===== config.mk =====
export PLATFORM = sky130hd
export DESIGN_NAME = seq_bls_subtractor_flat
export DESIGN_NICKNAME = d
export VERILOG_FILES = /design/src/rtl/seq_bls_subtractor_if.sv /design/src/rtl/seq_bls_subtractor.sv /design/src/flat_wrapper.sv
export SDC_FILE = /design/constraint.sdc
export NUM_CORES = 1
export LEC_CHECK = 0
export ABC_AREA = 0
export CORE_MARGIN = 5
export CORE_UTILIZATION = 55
export CTS_BUF_LIST = sky130_fd_sc_hd__clkbuf_16
export DETAILED_ROUTE_END_ITERATION = 8
export GPL_ROUTABILITY_DRIVEN = 0
export GPL_TIMING_DRIVEN = 0
export PLACE_DENSITY = 0.89
export SETUP_SLACK_MARGIN = 0.1
export SYNTH_ARGS = -nofsm -noshare
export SYNTH_HDL_FRONTEND = slang
export SYNTH_SLANG_ARGS = --single-unit
export TNS_END_PERCENT = 30

===== constraint.sdc =====
create_clock -name clk -period 6.93 [get_ports clk]
set_input_delay 1.7325 -clock clk [delete_from_list [all_inputs] [get_ports clk]]
set_output_delay 1.7325 -clock clk [all_outputs]
set_load 0.005 [all_outputs]

===== src/rtl/seq_bls_subtractor_if.sv =====
// rtl/seq_bls_subtractor_if.sv - operand/result handshake bundle for seq_bls_subtractor
interface seq_bls_subtractor_if #(
   parameter int WIDTH = 16
);
   logic             in_valid;
   logic             in_ready;
   logic [WIDTH-1:0] A;
   logic [WIDTH-1:0] B;
   logic             bin;
   logic             out_valid;
   logic             out_ready;
   logic [WIDTH-1:0] D;
   logic             bout;
   logic             ovf;
   logic             zero;

   modport master (
      output in_valid, A, B, bin, out_ready,
      input  in_ready, out_valid, D, bout, ovf, zero
   );

   modport slave (
      input  in_valid, A, B, bin, out_ready,
      output in_ready, out_valid, D, bout, ovf, zero
   );
endinterface


===== src/rtl/seq_bls_subtractor.sv =====
// rtl/seq_bls_subtractor.sv - multi-cycle subtractor, one 4-bit borrow-lookahead slice per cycle
module seq_bls_subtractor #(
   parameter int WIDTH = 16
) (
   input logic                 clk,
   input logic                 rst,
   seq_bls_subtractor_if.slave bus
);
   localparam int NSLICE = WIDTH / 4;
   localparam int IW     = $clog2(NSLICE + 1);
   localparam int MSB    = WIDTH - 1;
   localparam logic [IW-1:0] LAST = IW'(NSLICE - 1);

   typedef enum logic [1:0] {IDLE, RUN, DONE} state_t;

   state_t           state, state_next;
   logic [IW-1:0]    idx;
   logic [WIDTH-1:0] a_q, b_q, d_q, d_next;
   logic             borrow_q, bout_q, ovf_q, zero_q;
   logic             rdy, vld;
   logic [IW+1:0]    sh;
   logic [3:0]       sa, sb, sdiff;
   logic             sbout;

   // Every borrow is a flat sum of products of g/p/c0, so no ripple within the slice.
   function automatic logic [4:0] bls4(input logic [3:0] a, input logic [3:0] b, input logic c0);
      logic [3:0] g, p;
      logic [4:0] c;
      g    = ~a & b;
      p    = ~(a ^ b);
      c[0] = c0;
      c[1] = g[0] | (p[0] & c0);
      c[2] = g[1] | (p[1] & g[0]) | (p[1] & p[0] & c0);
      c[3] = g[2] | (p[2] & g[1]) | (p[2] & p[1] & g[0]) | (p[2] & p[1] & p[0] & c0);
      c[4] = g[3] | (p[3] & g[2]) | (p[3] & p[2] & g[1]) | (p[3] & p[2] & p[1] & g[0])
           | (p[3] & p[2] & p[1] & p[0] & c0);
      return {c[4], a ^ b ^ c[3:0]};
   endfunction

   always_comb begin
      sh             = {idx, 2'b00};
      sa             = 4'(a_q >> sh);
      sb             = 4'(b_q >> sh);
      {sbout, sdiff} = bls4(sa, sb, borrow_q);
      d_next         = (d_q & ~(WIDTH'(4'hF) << sh)) | (WIDTH'(sdiff) << sh);
   end

   always_ff @(posedge clk or posedge rst) begin
      if (rst) state <= IDLE;
      else     state <= state_next;
   end

   always_comb begin
      state_next = state;
      rdy        = 1'b0;
      vld        = 1'b0;
      case (state)
         IDLE: begin
            rdy = 1'b1;
            if (bus.in_valid) state_next = RUN;
         end
         RUN: begin
            if (idx == LAST) state_next = DONE;
         end
         DONE: begin
            vld = 1'b1;
            if (bus.out_ready) state_next = IDLE;
         end
         default: state_next = IDLE;
      endcase
   end

   // bin is parked in the slice borrow register so slice 0 needs no special case.
   always_ff @(posedge clk or posedge rst) begin
      if (rst) begin
         a_q      <= '0;
         b_q      <= '0;
         d_q      <= '0;
         idx      <= '0;
         borrow_q <= 1'b0;
         bout_q   <= 1'b0;
         ovf_q    <= 1'b0;
         zero_q   <= 1'b0;
      end else begin
         case (state)
            IDLE: begin
               if (bus.in_valid) begin
                  a_q      <= bus.A;
                  b_q      <= bus.B;
                  borrow_q <= bus.bin;
                  idx      <= '0;
               end
            end
            RUN: begin
               d_q      <= d_next;
               borrow_q <= sbout;
               idx      <= idx + IW'(1);
               if (idx == LAST) begin
                  bout_q <= sbout;
                  ovf_q  <= (a_q[MSB] != b_q[MSB]) && (d_next[MSB] != a_q[MSB]);
                  zero_q <= (d_next == '0);
               end
            end
            default: ;
         endcase
      end
   end

   assign bus.in_ready  = rdy;
   assign bus.out_valid = vld;
   assign bus.D         = d_q;
   assign bus.bout      = bout_q;
   assign bus.ovf       = ovf_q;
   assign bus.zero      = zero_q;
endmodule

===== src/flat_wrapper.sv =====
// flat-port wrapper written by rule: the top's interface ports become plain ports
module seq_bls_subtractor_flat 
#(
   parameter int WIDTH = 16
)
  (clk, rst, bus_in_valid, bus_A, bus_B, bus_bin, bus_out_ready, bus_in_ready, bus_out_valid, bus_D, bus_bout, bus_ovf, bus_zero);
  seq_bls_subtractor_if #(.WIDTH(WIDTH)) bus_i ();
  input logic clk;
  input logic rst;
  input wire logic [$bits(bus_i.in_valid)-1:0] bus_in_valid;
  input wire logic [$bits(bus_i.A)-1:0] bus_A;
  input wire logic [$bits(bus_i.B)-1:0] bus_B;
  input wire logic [$bits(bus_i.bin)-1:0] bus_bin;
  input wire logic [$bits(bus_i.out_ready)-1:0] bus_out_ready;
  output wire logic [$bits(bus_i.in_ready)-1:0] bus_in_ready;
  output wire logic [$bits(bus_i.out_valid)-1:0] bus_out_valid;
  output wire logic [$bits(bus_i.D)-1:0] bus_D;
  output wire logic [$bits(bus_i.bout)-1:0] bus_bout;
  output wire logic [$bits(bus_i.ovf)-1:0] bus_ovf;
  output wire logic [$bits(bus_i.zero)-1:0] bus_zero;
  assign bus_i.in_valid = bus_in_valid;
  assign bus_i.A = bus_A;
  assign bus_i.B = bus_B;
  assign bus_i.bin = bus_bin;
  assign bus_i.out_ready = bus_out_ready;
  assign bus_in_ready = bus_i.in_ready;
  assign bus_out_valid = bus_i.out_valid;
  assign bus_D = bus_i.D;
  assign bus_bout = bus_i.bout;
  assign bus_ovf = bus_i.ovf;
  assign bus_zero = bus_i.zero;
  seq_bls_subtractor #(.WIDTH(WIDTH)) u_core (.clk(clk), .rst(rst), .bus(bus_i));
endmodule

==> impl_metrics.ini <==
[min_path]
min_path_type = register to register

[grt]
grt_max_degree = 33
grt_use_total_pct = 21.71
grt_overflow = 0
grt_pass1_vias = 2205
antenna_found_initial = 0
grt_pass1_wl_microns = 10380

[power]
powerDensity_mw_per_mm2 = 555.1
vdd_drop_max_mv = 0.2763
power_mw = 2.059
leakagePower_nw = 1.591

[yosys]
async_flop_share_pct = 100.0
yosysSeqAreaShare_pct = 51.31
synthesis.nets = 280
synth-seq-cells = 57
yosys.cell_types.count = 37
syn_area_sq_mm = 0.002780
yosys_warnings = 0
synth_area_per_cell_sq_um = 11.93
synth-edff-count = 0
syn_inst = 233
ys.flop_type = dfrtp_1

[die]
ioPinCount = 58
start_util_pct = 57.71
chipHeight_microns = 81.10
die-area_sq_mm = 0.006576
die_w_microns = 81.10
core-area_sq_mm = 0.004817
num_rows = 25

[placed_design]
io_buffers = 57
hpwl_microns = 4547
pre_cts_ws_ps = 3533

[timing]
fin_crit_sh_pct = 47.58
timing.final.ws_setup_ps = 3633
timing.slew.headroom_pct = 54.53
tns_ps = 0
fmaxAchievable_mhz = 303.3
slew_viol_final = 0
clock_skew_ps = 6.204
max_slew.worst_pin.slew_ps = 681.1
finalHoldViolCount = 0
setup_viol = 0
finalCriticalPeriod_ps = 3297
rsz0062_at_grt = no

[worst_setup_path]
cp_slowest_stage_delay_ps = 560
path_class = register to register
cp.required_ps = 7170
cp_cell_sequence = buf_2, buf_2, mux4_2, and2_1, ha_1, a21oi_1, o21ai_2, xor2_2, or4_1, a41oi_2
crit_path_end_kind = register
cp.arrival_ps = 3540
path_common_cell = buf_2
cpMaxStageDelayCell = mux4_2
cp_max_fo = 10
start_kind = register

[flow_run]
cap_viol_max_count = 0

[routing]
dr.pass1.iters = 4
wirelength_microns = 6099
ant_nets = 0
wl_per_cell_microns = 16.31
drtIter0Drc = 67
route.detailed.drc = 0
vias_per_cell = 5.607
vias = 2097

[cts]
cts_made_buffers = 9
clock_latency_ps = 320
root_buffer = clkbuf_16
post_cts_resized = 0
cts_setup_buffers = 0
clk_pin_slew_ps = 50
cts_buffer_depth = 2
ctsHtreeMaxLevel = 3
tritoncts = done
cts.sink_count = 57
ctsHoldBuffers = 0

[final_layout]
fin_nets = 349
final_cell_mix = clkdlybuf4s50_1 (57), dfrtp_1 (57), mux2_2 (31), nand2_1 (29), o21ai_0 (27)
drive_above_1_share_pct = 22.15
area.growth.synth_to_final_pct = 33.44
antenna_cells = 0

[run_status]
status = finished clean
## report_power, final
part	total (mW)	switching, mW	internal, mW	leakage [nW]
combinational	1.08	0.559	0.517	0.762
clock	0.371	0.138	0.233	0.136
sequential	0.611	0.111	0.501	0.692
## path summary, 6_finish.rpt
kind	startpoint	endpoint	slack (ps)	cells past startpoint
setup / recovery	u_core.idx[0]	u_core.bus.ovf	3630	10
hold / removal	u_core.bus.D[13]	u_core.bus.D[13]	480	2
setup reg to reg	u_core.idx[0]	u_core.bus.ovf	3630	10
hold reg to reg	u_core.bus.D[13]	u_core.bus.D[13]	480	2
max in group asynchronous	rst	u_core.bus.D[9]	4520	3
min in group asynchronous	rst	u_core.a_q[3]	1830	2
## synth_stat cells, drive strengths merged, types with 2 or more instances
library cell,n,area (sq um)
inv,10,37.54
and2,5,31.28
ha,9,112.6
xor2,2,25.03
a21oi,5,25.02
o21ai,28,143.9
nand3,3,15.01
a41oi,2,32.53
o31ai,3,22.52
mux2,31,349.1
nand2,30,120.1
mux4,8,180.2
nor2b,2,15.02
o22ai,2,12.51
nor2,7,26.28
dfrtp,57,1426
a22oi,3,22.52
clkbuf,3,11.26
nand2b,4,25.02
a21o,2,16.27
buf,8,48.80
## logic make-up (layout without fill, tap and decap cells)
| logic type | after synthesis | after routing | synth area share, % |
|---|---|---|---|
| fa+ha+maj | 10 | 10 | 4.771 |
| compound gates | 47 | 47 | 10.53 |
| buf+inv | 21 | 95 | 3.511 |
| xor+xnor | 3 | 3 | 1.215 |
| mux | 39 | 39 | 19.04 |
| simple gates | 56 | 56 | 9.631 |
| flops | 57 | 57 | 51.31 |
## through the flow
stage | cells | instance area [sq um] | hold slack [ps] | util, %
final | 374 | 3710 | 475.8 | 77.01
after global routing | 374 | 3710 | 507.3 | 77.01
after global placement | 357 | 3435 | 461.8 | 71.30
after floorplan | 233 | 2780 | 470.5 | -
after CTS | 374 | 3710 | 480.6 | 77.01
after detailed placement | 358 | 3455 | 469.6 | 71.71
## layout make-up
cell class              count  area (sq um)
fillers                   320          1107
multi-input cells         155          1256
flip-flops and latches     57          1426
well taps                  67         83.83
clock inverters             7         30.03
repair buffers             58         590.6
plain buffers              11         60.06
clock buffers               9         225.2
inverters                  10         37.54
## worst max-delay path: cells and delay by family, from the launching register on
kind / cells / cell delay (ps)
buf+inv: 2 / 550
compound gates: 3 / 520
mux: 1 / 560
simple gates: 2 / 690
flops: 1 / 360
fa+ha+maj: 1 / 330
xor+xnor: 1 / 200
## registers in the layout, summed over array words and instances (netlist names)
| register | flops |
|---|---|
| u_core.a_q | 16 |
| u_core.b_q | 16 |
| u_core.bus.D | 16 |
| u_core.idx | 3 |
| u_core.state | 2 |
| u_core.borrow_q | 1 |
| u_core.bus.bout | 1 |
| u_core.bus.ovf | 1 |
| u_core.bus.zero | 1 |
## layer usage
metal,vias up,wire length [microns],track usage [%]
met5,-,0,0
met3,18,395,5.211
met4,0,198,13.18
met1,1018,2406,25.07
li1,980,-,-
met2,81,3098,36.45
(Power assumes the default switching activity.)
